<file path="config.mk">
export PLATFORM = sky130hd
export DESIGN_NAME = keypad_emulator
export DESIGN_NICKNAME = d
export VERILOG_FILES = /design/src/rtl/keypad_pkg.sv /design/src/rtl/bounce_lfsr.sv /design/src/rtl/keypad_emulator.sv
export SDC_FILE = /design/constraint.sdc
export NUM_CORES = 1
export LEC_CHECK = 0
export CORE_MARGIN = 5
export CORE_UTILIZATION = 60
export DETAILED_ROUTE_END_ITERATION = 8
export PLACE_DENSITY = 0.84
export SLEW_MARGIN = 15
export SYNTH_ARGS = -nofsm -noshare
export SYNTH_HDL_FRONTEND = slang
export SYNTH_SLANG_ARGS = --single-unit
</file>
<file path="constraint.sdc">
create_clock -name clk -period 5.6 [get_ports clk]
set_clock_uncertainty 0.1 [all_clocks]
set_input_delay 0.84 -clock clk [delete_from_list [all_inputs] [get_ports clk]]
set_output_delay 0.84 -clock clk [all_outputs]
set_load 0.005 [all_outputs]
</file>
<file path="src/rtl/keypad_pkg.sv">
// Shared definitions for the keypad emulator and the scanner/decoder side:
// FSM states, bounce LFSR constants and the single key map.
package keypad_pkg;

  typedef enum logic [2:0] {
    IDLE,
    BOUNCE_IN,
    HOLD,
    BOUNCE_OUT,
    GAP
  } kpe_state_t;

  // x^16 + x^14 + x^13 + x^11 + 1 -> feedback from bits 15, 13, 12, 10
  localparam logic [15:0] LFSR_SEED = 16'hACE1;
  localparam logic [15:0] LFSR_TAPS = 16'hB400;

  // Returns {row[1:0], col[1:0]} for a hex key value.
  function automatic logic [3:0] key_to_rowcol(input logic [3:0] key);
    logic [3:0] rc;
    case (key)
      4'h1: rc = {2'd0, 2'd0};
      4'h2: rc = {2'd0, 2'd1};
      4'h3: rc = {2'd0, 2'd2};
      4'hA: rc = {2'd0, 2'd3};
      4'h4: rc = {2'd1, 2'd0};
      4'h5: rc = {2'd1, 2'd1};
      4'h6: rc = {2'd1, 2'd2};
      4'hB: rc = {2'd1, 2'd3};
      4'h7: rc = {2'd2, 2'd0};
      4'h8: rc = {2'd2, 2'd1};
      4'h9: rc = {2'd2, 2'd2};
      4'hC: rc = {2'd2, 2'd3};
      4'hE: rc = {2'd3, 2'd0};
      4'h0: rc = {2'd3, 2'd1};
      4'hF: rc = {2'd3, 2'd2};
      4'hD: rc = {2'd3, 2'd3};
      default: rc = 4'b0000;
    endcase
    return rc;
  endfunction

endpackage

</file>
<file path="src/rtl/bounce_lfsr.sv">
// Free-running 16-bit Fibonacci LFSR used as the contact chatter source.
module bounce_lfsr
  import keypad_pkg::*;
(
  input  logic        clk,
  input  logic        reset,
  output logic [15:0] out
);

  // The seed is non-zero and the polynomial is maximal, so all-zero never occurs.
  always_ff @(posedge clk or posedge reset) begin
    if (reset) out <= LFSR_SEED;
    else       out <= {out[14:0], ^(out & LFSR_TAPS)};
  end

endmodule

</file>
<file path="src/rtl/keypad_emulator.sv">
// Responder side of a 4x4 row-scan keypad: emulates one pressed key at a time,
// with contact chatter on press and release, driven by a request handshake.
module keypad_emulator
  import keypad_pkg::*;
#(
  parameter int HOLD_W        = 24,
  parameter int BOUNCE_CYCLES = 4096,
  parameter int GAP_W         = 22,
  parameter int GAP_CYCLES    = 2500000
) (
  input  logic              clk,
  input  logic              reset,
  input  logic [3:0]        rows,
  output logic [3:0]        cols,
  input  logic              req_valid,
  input  logic [3:0]        req_key,
  input  logic [HOLD_W-1:0] req_hold,
  output logic              req_ready,
  output logic              busy,
  output logic              done,
  output logic              contact
);

  localparam int BOUNCE_W = $clog2(BOUNCE_CYCLES);
  localparam int CNT_A    = (HOLD_W > GAP_W) ? HOLD_W : GAP_W;
  localparam int CNT_W    = (CNT_A > BOUNCE_W) ? CNT_A : BOUNCE_W;
  localparam logic [CNT_W-1:0] ONE = CNT_W'(1);

  kpe_state_t        state, state_next;
  logic [CNT_W-1:0]  cnt, cnt_next;
  logic [3:0]        rows_meta, rows_s;
  logic [1:0]        key_row, key_col;
  logic [HOLD_W-1:0] hold_len;
  logic [15:0]       lfsr;
  logic              unused_lfsr;
  logic              accept, done_next;

  bounce_lfsr u_lfsr (
    .clk   (clk),
    .reset (reset),
    .out   (lfsr)
  );

  assign unused_lfsr = ^lfsr[15:1];
  assign req_ready   = (state == IDLE);
  assign busy        = (state != IDLE);
  assign accept      = req_valid && req_ready;

  // rows comes from another clock domain; two flops before any use.
  always_ff @(posedge clk or posedge reset) begin
    if (reset) begin
      rows_meta <= 4'b0000;
      rows_s    <= 4'b0000;
    end else begin
      rows_meta <= rows;
      rows_s    <= rows_meta;
    end
  end

  always_ff @(posedge clk or posedge reset) begin
    if (reset) begin
      state <= IDLE;
      cnt   <= '0;
    end else begin
      state <= state_next;
      cnt   <= cnt_next;
    end
  end

  // Request fields are captured once; a zero hold still gives one HOLD cycle.
  always_ff @(posedge clk or posedge reset) begin
    if (reset) begin
      key_row  <= 2'd0;
      key_col  <= 2'd0;
      hold_len <= HOLD_W'(1);
    end else if (accept) begin
      {key_row, key_col} <= key_to_rowcol(req_key);
      hold_len <= (req_hold == '0) ? HOLD_W'(1) : req_hold;
    end
  end

  always_ff @(posedge clk or posedge reset) begin
    if (reset) begin
      cols <= 4'b0000;
      done <= 1'b0;
    end else begin
      cols <= (contact && rows_s[key_row]) ? (4'b0001 << key_col) : 4'b0000;
      done <= done_next;
    end
  end

  // Every state change reloads the down-counter, so it never wraps.
  always_comb begin
    state_next = state;
    cnt_next   = (cnt == '0) ? cnt : cnt - ONE;
    contact    = 1'b0;
    done_next  = 1'b0;
    case (state)
      IDLE: begin
        if (req_valid) begin
          state_next = BOUNCE_IN;
          cnt_next   = CNT_W'(BOUNCE_CYCLES - 1);
        end
      end
      BOUNCE_IN: begin
        contact = lfsr[0];
        if (cnt == '0) begin
          state_next = HOLD;
          cnt_next   = CNT_W'(hold_len) - ONE;
        end
      end
      HOLD: begin
        contact = 1'b1;
        if (cnt == '0) begin
          state_next = BOUNCE_OUT;
          cnt_next   = CNT_W'(BOUNCE_CYCLES - 1);
        end
      end
      BOUNCE_OUT: begin
        contact = lfsr[0];
        if (cnt == '0) begin
          state_next = GAP;
          cnt_next   = CNT_W'(GAP_CYCLES - 1);
        end
      end
      GAP: begin
        if (cnt == '0) begin
          state_next = IDLE;
          done_next  = 1'b1;
        end
      end
      default: state_next = IDLE;
    endcase
  end

endmodule
</file>
## Yosys cells after proc, flatten, opt, wreduce, memory -nomap -nowiden

Memory sizes are Yosys's and may differ from the RTL's. A register that Yosys moved wholly into a read port is not among the register bits.
Cells that the tools add are included.
Widths: inputs -> output; s select.

| cells by class | value |
|---|---|
| add/sub/neg operators | 2 |
| order comparisons | 1 |
| equal/unequal tests | 9 |
| shift operators | 1 |
| mux-type cells | 19 |
| reduce and logical (&&, ||, !) cells | 9 |

Operators with widths:

| operator | number |
|---|---|
| $mux 24 | 6 |
| $pmux 24 s4 | 1 |
| $logic_not 24->1 | 2 |
| $sub 24x1->24 const B | 2 |
| $reduce_xor 16->1 | 1 |
| $mux 3 | 5 |
| $pmux 3 s5 | 1 |
| $ne 2x2->1 const B | 5 |
| $eq 3x2->1 const B | 2 |
| $reduce_and 5->1 | 1 |
| $mux 4 | 1 |
| $shl 1x2->4 const A | 1 |
| $eq 3x1->1 const B | 1 |
| $eq 3x3->1 const B | 1 |
| $logic_not 3->1 | 1 |
| $lt 2x3->1 const B | 1 |
| $mux 1 | 3 |
| $reduce_bool 3->1 | 1 |
| $bmux 1 s2 | 1 |
| $logic_and 1x1->1 | 2 |
| $pmux 1 s2 | 1 |
| $reduce_or 2->1 | 1 |

| storage, ports and cells | value |
|---|---|
| bits in registers | 80 |
| ROM bits | 64 |
| input port bits | 35 |
| output and inout bits | 8 |
| word-level logic and storage cells | 50 |
| memories | 1 |

Memory list:

| memory | depth | width | rd ports | clocked after Yosys merged registers in | write ports | line | source |
|---|---|---|---|---|---|---|---|
| (name not given) | 16 | 4 | 1 | 1 | 0 | keypad_pkg.sv:20 | `case (key)` |

## Longest topological paths before layout

| depth | value |
|---|---|
| word-level depth | 5 |
| depth in mapped cells | 12 |
| depth with buffers taken out | 11 |

## Cells and area by module

A second synthesis with hierarchy kept.

| second synthesis, totals | value |
|---|---|
| cell total of the unflattened synthesis | 461 |
| area total of the unflattened synthesis | 4365.4 um^2 |

Modules (own cells, without submodules):

| module | times used | cells an instance | area each (um^2) | sequential area each (um^2) |
|---|---|---|---|---|
| keypad_emulator | 1 | 441 | 3925.0 | 1702.9 |
| bounce_lfsr | 1 | 20 | 440.4 | 410.4 |

## Worst setup path before layout

Ideal clock, no wire load.

| timing path | value |
|---|---|
| path kind | register -> register |
| start | reg hold_len[1] |
| end | reg cnt[18] |
| library setup time | 77 ps |
| data arrival time | 2408 ps |
| required time | 5423 ps |
| slack | 3014 ps |
| cell stages (with the launch flop) | 10 |
| buffers on the path | 1 |
| cell sequence | dfrtp_1 -> inv_1 -> ha_1 -> or4b_2 -> or4b_1 -> clkbuf_1 -> or3_1 -> nand2_1 -> o21ai_0 -> a21oi_1 |

| on the way | value |
|---|---|
| cells in the longest elaborated chain, start to end | 3 |

Ends and longest elaborated chain:

| item | line | source |
|---|---|---|
| start: declaration | keypad_emulator.sv:33 | `logic [HOLD_W-1:0] hold_len;` |
| start signal: assignment | keypad_emulator.sv:78 | `hold_len <= (req_hold == '0) ? HOLD_W'(1) : req_hold;` |
| $sub 24x1->24 | keypad_emulator.sv:109 | `cnt_next = CNT_W'(hold_len) - ONE;` |
| $mux 24 | keypad_emulator.sv:107 | `if (cnt == '0) begin` |
| $pmux 24 s4 | keypad_emulator.sv:98 | `case (state)` |
| via cnt_next[18] | keypad_emulator.sv:30 | `logic [CNT_W-1:0] cnt, cnt_next;` |
| end signal: assignment | keypad_emulator.sv:66 | `cnt <= cnt_next;` |
| end: declaration | keypad_emulator.sv:30 |  |

The timed path passes the listed nets, and every way through them passes these cells.
A chain may end at the register's enable or synchronous reset.

## Worst setup path in the final report

| timing path | value |
|---|---|
| start | reg cnt[3] |
| end | reg cnt[15] |

| on the way | value |
|---|---|
| cells in the longest elaborated chain, start to end | 4 |
| elaborated cells on any way between the ends | 8 |
| those cells by class | add/sub: 1; mux: 6; reduce/logical: 1 |

Ends and longest elaborated chain:

| item | line | source |
|---|---|---|
| $sub 24x1->24 or $logic_not 24->1 (tied branches) | keypad_emulator.sv:95, keypad_emulator.sv:107, keypad_emulator.sv:114 |  |
| $mux 24 | keypad_emulator.sv:95 | `cnt_next = (cnt == '0) ? cnt : cnt - ONE;` |
| $mux 24, on equally long branches | - |  |
| $pmux 24 s4 (*) | keypad_emulator.sv:98 |  |
| via cnt_next[15] | keypad_emulator.sv:30 |  |

Mark *: on every way through the listed nets, which the timed path passes. The rest lies on a longest branch.

==> flow_summary.ini <==
[run_status]
status = complete, no violations

[clock_tree]
cts_hold_repair.buffers = 0
numCtsBuffers = 9
htreeDepth = 3
clk_latency_ns = 0.36
clk_pin_slew_ns = 0.08
tritoncts = done
cts_sinks = 84
cts_resized = 0
cts_setup_buffers = 0
clockBufferDepth = 2
clk_root_buffer_cell = clkbuf_8

[layout]
layout-drive-gt1-share = 0.07769
fill_cells = 490
area_delta_synth_final_pct = 15.87
nets = 536
final-seq-area_um2 = 2113
diodes = 0
multi_input_area_um2 = 1959

[worst_hold_path]
whs_path_depth = 0
hold_start = u_lfsr.out[8]
hold_class = flop to flop
min_to = u_lfsr.out[9]

[worst_setup_path]
startpoint_type = flop
cp_top_family = simple AND/OR/NAND/NOR gates
slowest_delay_ns = 0.68
slowest_stage = nor2_1
path_cells = nor4_1 > nand4_1 > nor2_1 > inv_2 > o31ai_2 > nor3b_1 > a211o_1
path_buf_inv = 1
reg2reg_from = cnt[3]
rrSetupSlack_ns = 2.10
required_ns = 5.74
cp_max_fo = 18
path_class = flop to flop
rr_worst_depth = 7
end_kind = flop
r2r-end = cnt[15]
cp_data_arrival_time_ns = 3.64

[global_routing]
grt_max_degree = 85
antenna_found_initial = 0
grt_usage = 0.2254
globalRouteOverflowTotal = 0
grt_pass1_wl_mm = 15.41
grt_pass1_vias = 3209

[logic_synthesis]
synth_common_cells = nand2_1 (99), dfrtp_1 (75), nor2_1 (38)
avgSynthCellArea_um2 = 9.140
synth_seq_cells = 84
ys.flop_type = dfrtp_1
post-synth-top-count-cell = nand2_1
synth_top_area_frac = 0.4474
ys_seq_area_frac = 0.5037
ys_async_sr_fraction = 1.000
ys_warn_count = 0
synthTopCellsByArea = dfrtp_1 (45%), nand2_1 (8.9%), dfstp_2 (5.6%)
netlist.top_cell.by_area = dfrtp_1
synth_fp_nets = 498
ys_types = 50
postSynthCellCount = 459
syn-cell-area_um2 = 4195
synth_edf_count = 0

[power]
pwr-share-comb = 0.076
intPower_w = 0.0008254
power_frac_seq = 0.575
powerDensity_nw_per_um2 = 226.1
switching_power_w = 0.0002735
peakVddDrop_mv = 0.1736
p_leak_nw = 2.016
power_w = 0.001099
p_sw_frac = 0.2489
p_clk_frac = 0.349

[floorplanning]
die_w_um = 93.62
fp-row-count = 30
start_util = 0.6175
ios = 43
core_area_um2 = 6794
die_area_um2 = 8765
die_h_um = 93.62

[drt]
avgRoutedWirePerCell_um = 15.19
ant_nets = 0
viasPerCell = 5.870
wl_mm = 9.083
drc = 0
vias = 3510
initialDrtViolationCount = 540
dr.pass1.iters = 5

[job]
max-cap-violations = 0

[timing]
worstMarginPinSlew_ns = 1.013
period_share = 0.6258
setup_viol = 0
timing.slew.headroom = 0.3250
finalMaxSlewViolations = 0
hold_violations = 0
rsz0062_at_grt = false
fmax_mhz = 285.4
timing.setup.tns_ns = 0
timing.final.crit_period_ns = 3.504

[placed_design]
hpwl_mm = 6.526
port_buffers = 42
gp_congestion = 0.8719
power by group through the flow:
stage | sequential [W] | combinational (W) | clock (W)
2_1_floorplan | 0.000640 | 0.0000435 | 0
3_3_place_gp | 0.000643 | 0.0000805 | 0
3_5_place_dp | 0.000644 | 0.0000827 | 0
4_1_cts | 0.000632 | 0.0000831 | 0.000390
5_1_grt | 0.000634 | 0.0000929 | 0.000423
6_report | 0.000632 | 0.0000830 | 0.000384
sequential cells by signal (all words and copies together) (netlist names):
signal      count
key_row         2
cols            4
state           3
hold_len       24
rows_meta       4
u_lfsr.out     16
cnt            24
done            1
key_col         2
rows_s          4
layout make-up:
cell class / count / area share
sequential: 84 / 0.4347
multi-input combinational: 343 / 0.4031
timing repair buffer: 44 / 0.08958
clock buffer: 10 / 0.02625
tap: 96 / 0.02471
inverter: 15 / 0.01184
clock inverter: 6 / 0.009781
how the worst max path moves through the flow:
stage                 from      end  slack (ns)  depth (start not counted)
floorplan            reset   cnt[0]        2.51                          1
global placement    cnt[2]  cnt[15]        2.30                          7
detailed placement  cnt[2]  cnt[15]        2.21                          7
CTS                 cnt[3]  cnt[15]        2.19                          7
global route        cnt[3]  cnt[15]        1.78                          7
finish              cnt[3]  cnt[15]        2.10                          7
metrics by stage:
step / util / cell area (µm²) / worst slack, ns / instances / hold slack (ns)
6_report: 0.7155 / 4861 / 2.096 / 598 / 0.2521
5_1_grt: 0.7155 / 4861 / 1.780 / 598 / 0.2689
4_1_cts: 0.7155 / 4861 / 2.188 / 598 / 0.2553
3_5_place_dp: 0.6897 / 4686 / 2.214 / 582 / 0.2355
3_3_place_gp: 0.6897 / 4686 / 2.304 / 582 / 0.2334
2_1_floorplan: - / 4195 / 2.510 / 459 / 0.2312
layout by cell type, fill, tap and decap left out, types with 2 or more instances in the layout:
cell type / count
nand2_1: 99
dfrtp_1: 75
clkdlybuf4s50_1: 42
nor2_1: 38
xnor2_1: 26
o21ai_0: 25
a21oi_1: 18
nor3_1: 17
nor4_1: 14
inv_1: 12
xor2_1: 10
o22ai_1: 10
nand3_1: 9
clkbuf_8: 9
dfstp_2: 9
a31oi_1: 6
or4_1: 5
or3_1: 5
nor3b_1: 4
nand2b_1: 4
o31ai_1: 4
a211oi_1: 4
ha_1: 4
nand4_1: 3
or4_4: 3
nor2b_1: 3
o211ai_1: 3
o21ai_1: 2
and4_1: 2
or2_2: 2
a211o_1: 2
o311ai_0: 2
mux2i_1: 2
o41ai_1: 2
o221ai_1: 2
clkinv_2: 2
clkinv_4: 2
inv_6: 2
buf_4: 2
logic make-up (layout without fill, tap and decap cells):
| kind of cell | Yosys count | after routing | synth area share |
|---|---|---|---|
| flops | 84 | 84 | 0.5037 |
| simple gates | 215 | 215 | 0.2440 |
| compound gates | 85 | 85 | 0.1259 |
| xor+xnor | 36 | 36 | 0.07516 |
| mux | 3 | 3 | 0.01014 |
| buf+inv | 32 | 75 | 0.02923 |
| fa+ha+maj | 4 | 4 | 0.01193 |
routing by layer:
metal,up-vias,track usage,wire length (µm),part of all wire
li1,1690,-,-,-
met2,149,0.3437,4157,0.46
met3,29,0.03620,691,0.076
met5,-,0,0,0
met1,1642,0.3261,4034,0.44
met4,0,0.08303,199,0.022
Note: power is estimated with default switching activity, not from simulation.
